==> src/rtl/nibble_serial_comparator_if.sv <==
// ----------------------------------------------------------------------------
// nibble_serial_comparator_if: operand/result handshake bundle for the comparator
// Rev 1.0
// ----------------------------------------------------------------------------
`default_nettype none

interface nibble_serial_comparator_if #(
  parameter int WIDTH = 16
);
  localparam int NIBBLES = WIDTH / 4;
  localparam int NUW     = $clog2(NIBBLES) + 1;

  logic             in_valid;
  logic             in_ready;
  logic [WIDTH-1:0] a;
  logic [WIDTH-1:0] b;
  logic             out_valid;
  logic             out_ready;
  logic             gt;
  logic             eq;
  logic             lt;
  logic [NUW-1:0]   nibbles_used;

  modport master (
    output in_valid, a, b, out_ready,
    input  in_ready, out_valid, gt, eq, lt, nibbles_used
  );

  modport slave (
    input  in_valid, a, b, out_ready,
    output in_ready, out_valid, gt, eq, lt, nibbles_used
  );
endinterface

`default_nettype wire

==> src/rtl/nibble_serial_comparator.sv <==
// ----------------------------------------------------------------------------
// nibble_serial_comparator: MSB-first, one nibble per clock unsigned comparator
// Rev 1.0
// ----------------------------------------------------------------------------
`default_nettype none

module nibble_serial_comparator #(
  parameter int WIDTH      = 16,
  parameter bit EARLY_EXIT = 1'b1
) (
  input  logic                       clk,
  input  logic                       rst,
  nibble_serial_comparator_if.slave  bus
);
  localparam int            NIBBLES    = WIDTH / 4;
  localparam int            CW         = $clog2(NIBBLES) + 1;
  localparam logic [CW-1:0] LAST_COUNT = CW'(NIBBLES);

  typedef enum logic [1:0] {
    IDLE    = 2'd0,
    COMPARE = 2'd1,
    DONE    = 2'd2
  } state_t;

  state_t           state;
  logic [WIDTH-1:0] sh_a;
  logic [WIDTH-1:0] sh_b;
  logic             casc_g;
  logic             casc_e;
  logic             casc_l;
  logic [CW-1:0]    count;
  logic             out_valid_r;
  logic             gt_r;
  logic             eq_r;
  logic             lt_r;
  logic [CW-1:0]    nibbles_used_r;

  logic [3:0]       top_a;
  logic [3:0]       top_b;
  logic             next_g;
  logic             next_e;
  logic             next_l;
  logic [CW-1:0]    count_inc;
  logic             finish;

  assign top_a = sh_a[WIDTH-1 -: 4];
  assign top_b = sh_b[WIDTH-1 -: 4];

  // Cascade rule: once a higher nibble has decided, lower nibbles cannot change it.
  always_comb begin
    next_g = casc_g;
    next_e = casc_e;
    next_l = casc_l;
    if (casc_e) begin
      next_g = (top_a > top_b);
      next_e = (top_a == top_b);
      next_l = (top_a < top_b);
    end
  end

  assign count_inc = count + 1'b1;
  assign finish    = (count_inc == LAST_COUNT) || (EARLY_EXIT && !next_e);

  assign bus.in_ready     = (state == IDLE) && !rst;
  assign bus.out_valid    = out_valid_r;
  assign bus.gt           = gt_r;
  assign bus.eq           = eq_r;
  assign bus.lt           = lt_r;
  assign bus.nibbles_used = nibbles_used_r;

  always_ff @(posedge clk) begin
    if (rst) begin
      state          <= IDLE;
      sh_a           <= '0;
      sh_b           <= '0;
      casc_g         <= 1'b0;
      casc_e         <= 1'b1;
      casc_l         <= 1'b0;
      count          <= '0;
      out_valid_r    <= 1'b0;
      gt_r           <= 1'b0;
      eq_r           <= 1'b0;
      lt_r           <= 1'b0;
      nibbles_used_r <= '0;
    end else begin
      case (state)
        IDLE: begin
          if (bus.in_valid) begin
            sh_a   <= bus.a;
            sh_b   <= bus.b;
            casc_g <= 1'b0;
            casc_e <= 1'b1;
            casc_l <= 1'b0;
            count  <= '0;
            state  <= COMPARE;
          end
        end
        COMPARE: begin
          casc_g <= next_g;
          casc_e <= next_e;
          casc_l <= next_l;
          sh_a   <= sh_a << 4;
          sh_b   <= sh_b << 4;
          count  <= count_inc;
          if (finish) begin
            gt_r           <= next_g;
            eq_r           <= next_e;
            lt_r           <= next_l;
            nibbles_used_r <= count_inc;
            out_valid_r    <= 1'b1;
            state          <= DONE;
          end
        end
        DONE: begin
          // Result fields stay put after the handshake until the next result.
          if (bus.out_ready) begin
            out_valid_r <= 1'b0;
            state       <= IDLE;
          end
        end
        default: state <= IDLE;
      endcase
    end
  end
endmodule

`default_nettype wire

==> src/flat_wrapper.sv <==
// flat-port wrapper written by rule: the top's interface ports become plain ports
module nibble_serial_comparator_flat 
#(
  parameter int WIDTH      = 16,
  parameter bit EARLY_EXIT = 1'b1
)
  (clk, rst, bus_in_valid, bus_a, bus_b, bus_out_ready, bus_in_ready, bus_out_valid, bus_gt, bus_eq, bus_lt, bus_nibbles_used);
  nibble_serial_comparator_if #(.WIDTH(WIDTH)) bus_i ();
  input  logic clk;
  input  logic rst;
  input wire logic [$bits(bus_i.in_valid)-1:0] bus_in_valid;
  input wire logic [$bits(bus_i.a)-1:0] bus_a;
  input wire logic [$bits(bus_i.b)-1:0] bus_b;
  input wire logic [$bits(bus_i.out_ready)-1:0] bus_out_ready;
  output wire logic [$bits(bus_i.in_ready)-1:0] bus_in_ready;
  output wire logic [$bits(bus_i.out_valid)-1:0] bus_out_valid;
  output wire logic [$bits(bus_i.gt)-1:0] bus_gt;
  output wire logic [$bits(bus_i.eq)-1:0] bus_eq;
  output wire logic [$bits(bus_i.lt)-1:0] bus_lt;
  output wire logic [$bits(bus_i.nibbles_used)-1:0] bus_nibbles_used;
  assign bus_i.in_valid = bus_in_valid;
  assign bus_i.a = bus_a;
  assign bus_i.b = bus_b;
  assign bus_i.out_ready = bus_out_ready;
  assign bus_in_ready = bus_i.in_ready;
  assign bus_out_valid = bus_i.out_valid;
  assign bus_gt = bus_i.gt;
  assign bus_eq = bus_i.eq;
  assign bus_lt = bus_i.lt;
  assign bus_nibbles_used = bus_i.nibbles_used;
  nibble_serial_comparator #(.WIDTH(WIDTH), .EARLY_EXIT(EARLY_EXIT)) u_core (.clk(clk), .rst(rst), .bus(bus_i));
endmodule
==> config.mk <==
export PLATFORM = sky130hd
export DESIGN_NAME = nibble_serial_comparator_flat
export DESIGN_NICKNAME = d
export VERILOG_FILES = /design/src/rtl/nibble_serial_comparator_if.sv /design/src/rtl/nibble_serial_comparator.sv /design/src/flat_wrapper.sv
export SDC_FILE = /design/constraint.sdc
export NUM_CORES = 1
export LEC_CHECK = 0
export ABC_AREA = 0
export ABC_CLOCK_PERIOD_IN_PS = 2060
export CAP_MARGIN = 20
export CORE_MARGIN = 2
export CORE_UTILIZATION = 51
export DETAILED_ROUTE_END_ITERATION = 8
export GPL_TIMING_DRIVEN = 0
export PLACE_DENSITY = 0.89
export REMOVE_ABC_BUFFERS = 1
export SYNTH_ARGS = -nofsm -noshare
export SYNTH_HDL_FRONTEND = slang
export SYNTH_SLANG_ARGS = --single-unit
export TNS_END_PERCENT = 50
==> constraint.sdc <==
create_clock -name clk -period 2.06 [get_ports clk]
set_input_delay 0.412 -clock clk [delete_from_list [all_inputs] [get_ports clk]]
set_output_delay 0.412 -clock clk [all_outputs]
set_load 0.02 [all_outputs]
==> qor.txt <==
Antenna cells -> 0
Clock Skews -> 2.80 ps
Synth Register Bits -> 47
DIE AREA -> 4770 um2
Final setup fails -> 0
Clock root buffer -> clkbuf_8
Switching portion of total power -> 30.0%
First-pass GRT wire length -> 7930 um
Die height -> 69.0 um
Period utilisation layout -> 92.0%
Non-Filler Instances -> 360
Reg2reg start -> u_core.state[0]
Vias -> 2,017
Hold Startpoint -> u_core.casc_g
Most used cell, CP -> o21ai_0
Area leader, netlist -> dfxtp_1
Crit-path max FO -> 19
Netlist cell types -> 31
Pleak -> 1.07 nW
Vias in the first global route -> 1,862
H-tree depth -> 2
Top-area cell type share of the netlist area -> 43.6%
Final ANT Viol Nets -> 0
Post-synth ARST share -> 0%
Final nets -> 351
Wire per inst -> 12.9 um
Switching Power -> 0.000663 W
Crit path max-delay cell type -> dfxtp_2
Core area -> 4030 um2
YS warnings -> 0
Hold slack -> 478 ps
P_int -> 0.00154 W
Chip width -> 69.0 um
Worst setup startpoint -> u_core.state[0]
Drt first pass iters -> 4
Clk pwr share -> 27.6%
CP Data Arrival Time -> 2130 ps
Fraction of the yosys area taken by sequential cells -> 43.6%
Layout area overhead -> 24.7%
Slew Viols, Final -> 0
Fill count -> 347
Min Tclk post-route -> 1900 ps
Post-Synthesis Cells -> 278
Share of cells above drive strength 1 -> 6.45%
Pre-CTS WS -> -618 ps
Critical path required time -> 2290 ps
Max Clock Freq -> 528 MHz
Grt total ovfl -> 0
I/O Pins -> 44
Post-synthesis area per instance -> 7.76 um2
CP Cell Sequence -> nor2b_2 -> o21ai_0 -> a21oi_2 -> o21ai_0 -> a21oi_1
Port-buffer cells -> 43
Initial DRC count -> 96
Max clock buf depth -> 2
PwrDens -> 821 nW/um2
Hpwl dp -> 2930 um
Type of element capturing the critical path -> flop
Worst slew pin tran -> 586 ps
Post-CTS Setup Repair Bufs -> 0
TritonCTS clock tree -> yes
Dpl cells -> 351
Commonest cells post-synth -> nor2_1 (55), nand2_1 (48), dfxtp_1 (47)
Post-route DRC -> 0
CTS sink count -> 47
GP Congestion -> 0.874
Ys flop type -> dfxtp_1
Slew headroom -> 60.9%
Overall routing resource usage -> 20.0%
Vias per std cell -> 5.60
Post-synth EDFFs -> 0
Max VDD drop -> 0.604 mV
Seq pwr share -> 48.9%
Status -> completed
Clk slew on worst S/H paths -> 80 ps
Synth top area cells -> dfxtp_1 (44%), nor2_1 (9.6%), a311oi_1 (8.9%), nand2_1 (8.4%), a21oi_1 (4.9%)
CP startpoint kind -> flop
Mapped cell area -> 2160 um2
Count leader, synth -> nor2_1
Largest net degree at the start of global routing -> 49
CP max stage delay -> 540 ps
Initial antenna violation count -> 0
CTS Buf Count -> 5
RSZ-0062 raised after global routing -> false
Comb pwr share -> 23.5%
Setup CP Type -> reg -> reg
Hold Path Class -> reg -> reg
Wirelength, routed -> 4660 um
Hold Vio Cnt, Final -> 0
Worst skew pair latency -> 300 ps
Max Cap Violations -> 0
Sum of negative setup slack -> 0 ps
Core Rows -> 23
Worst setup margin -> 164 ps
Starting Density -> 53.5%
## state kept, by name (all words and copies together), names as in the netlist, 2 cells and up
signal / count
u_core.sh_a: 16
u_core.state: 2
u_core.count: 3
u_core.sh_b: 16
u_core.bus.nibbles_used: 3
## layout make-up
type / count / area (um2) / area share [%]
Multi-Input combinational cell: 202 / 1100 / 41.1
Sequential cell: 47 / 943 / 35.1
Tap cell: 50 / 62.6 / 2.33
Inverter: 9 / 33.8 / 1.26
Timing Repair Buffer: 44 / 444 / 16.5
Clock buffer: 8 / 100 / 3.72
## power groups by stage
stage / registers [W] / clock network (W) / logic (W)
6_report: 0.00108 / 0.000609 / 0.000520
5_1_grt: 0.00109 / 0.000646 / 0.000583
4_1_cts: 0.00108 / 0.000614 / 0.000521
3_5_place_dp: 0.00110 / 0 / 0.000511
3_3_place_gp: 0.00109 / 0 / 0.000497
2_1_floorplan: 0.00110 / 0 / 0.000310
## path summary, 6_finish.rpt
check | endpoint | cells past startpoint | slack (ps)
max | u_core.bus.gt | 5 | 160
min | u_core.casc_g | 2 | 480
max reg2reg | u_core.bus.gt | 5 | 160
min reg2reg | u_core.casc_g | 2 | 480
## cell families (layout without fill, tap and decap cells)
logic type | after synthesis | after routing | share of synthesized area [%]
multiplexers | 1 | 1 | 0.464
AND/OR/NAND/NOR | 128 | 129 | 25.2
adder cells (fa/ha/maj) | 6 | 6 | 3.48
AO/OA/AOI/OAI | 65 | 65 | 20.7
flip-flops | 47 | 47 | 43.6
XOR/XNOR | 1 | 1 | 0.406
buffers and inverters | 30 | 61 | 6.15
## layer usage
metal  track usage, %  vias to the layer above  routed length [um]
met5                0                        -                   0
li1                 -                     1009                   -
met2             35.5                       60                2280
met1             23.2                      941                2030
met4             6.10                        0                  63
met3             5.70                        7                 283
## placed cells by master, fill, tap and decap left out, types with 2 or more instances in the layout
cell,count
nand3_1,2
nor2b_1,10
a311oi_1,22
inv_1,9
nor2_1,54
dfxtp_2,2
a21oi_1,21
ha_1,6
dfxtp_1,45
clkbuf_8,7
clkdlybuf4s50_1,40
a211oi_1,4
nand2_1,48
nor3_1,5
o21ai_0,9
a22oi_1,2
nand2b_1,2
nor2_4,3
## critical path, delay by kind of cell, from the launching register on
kind / cells / cell delay [ps]
flops: 1 / 540
simple gates: 1 / 510
compound gates: 4 / 780
## metrics by stage
stage / power, W / utilization (%) / instance area (um2)
final: 0.00221 / 66.7 / 2690
after global routing: 0.00232 / 66.7 / 2690
after CTS: 0.00221 / 66.7 / 2690
after detailed placement: 0.00161 / 63.8 / 2570
after global placement: 0.00159 / 63.3 / 2550
after floorplan: 0.00141 / - / 2060
## timing repair
| item | CTS | global route |
|---|---|---|
| resized for setup | 5 | 1 |
| endpoints found under the hold margin | 0 | 0 |
| pin swaps | 1 | 1 |
| endpoints found under the setup margin | 28 | 2 |
| hold buffers | 0 | 0 |
| gates cloned | 1 | 0 |
Power figures use the tool's default switching activity.
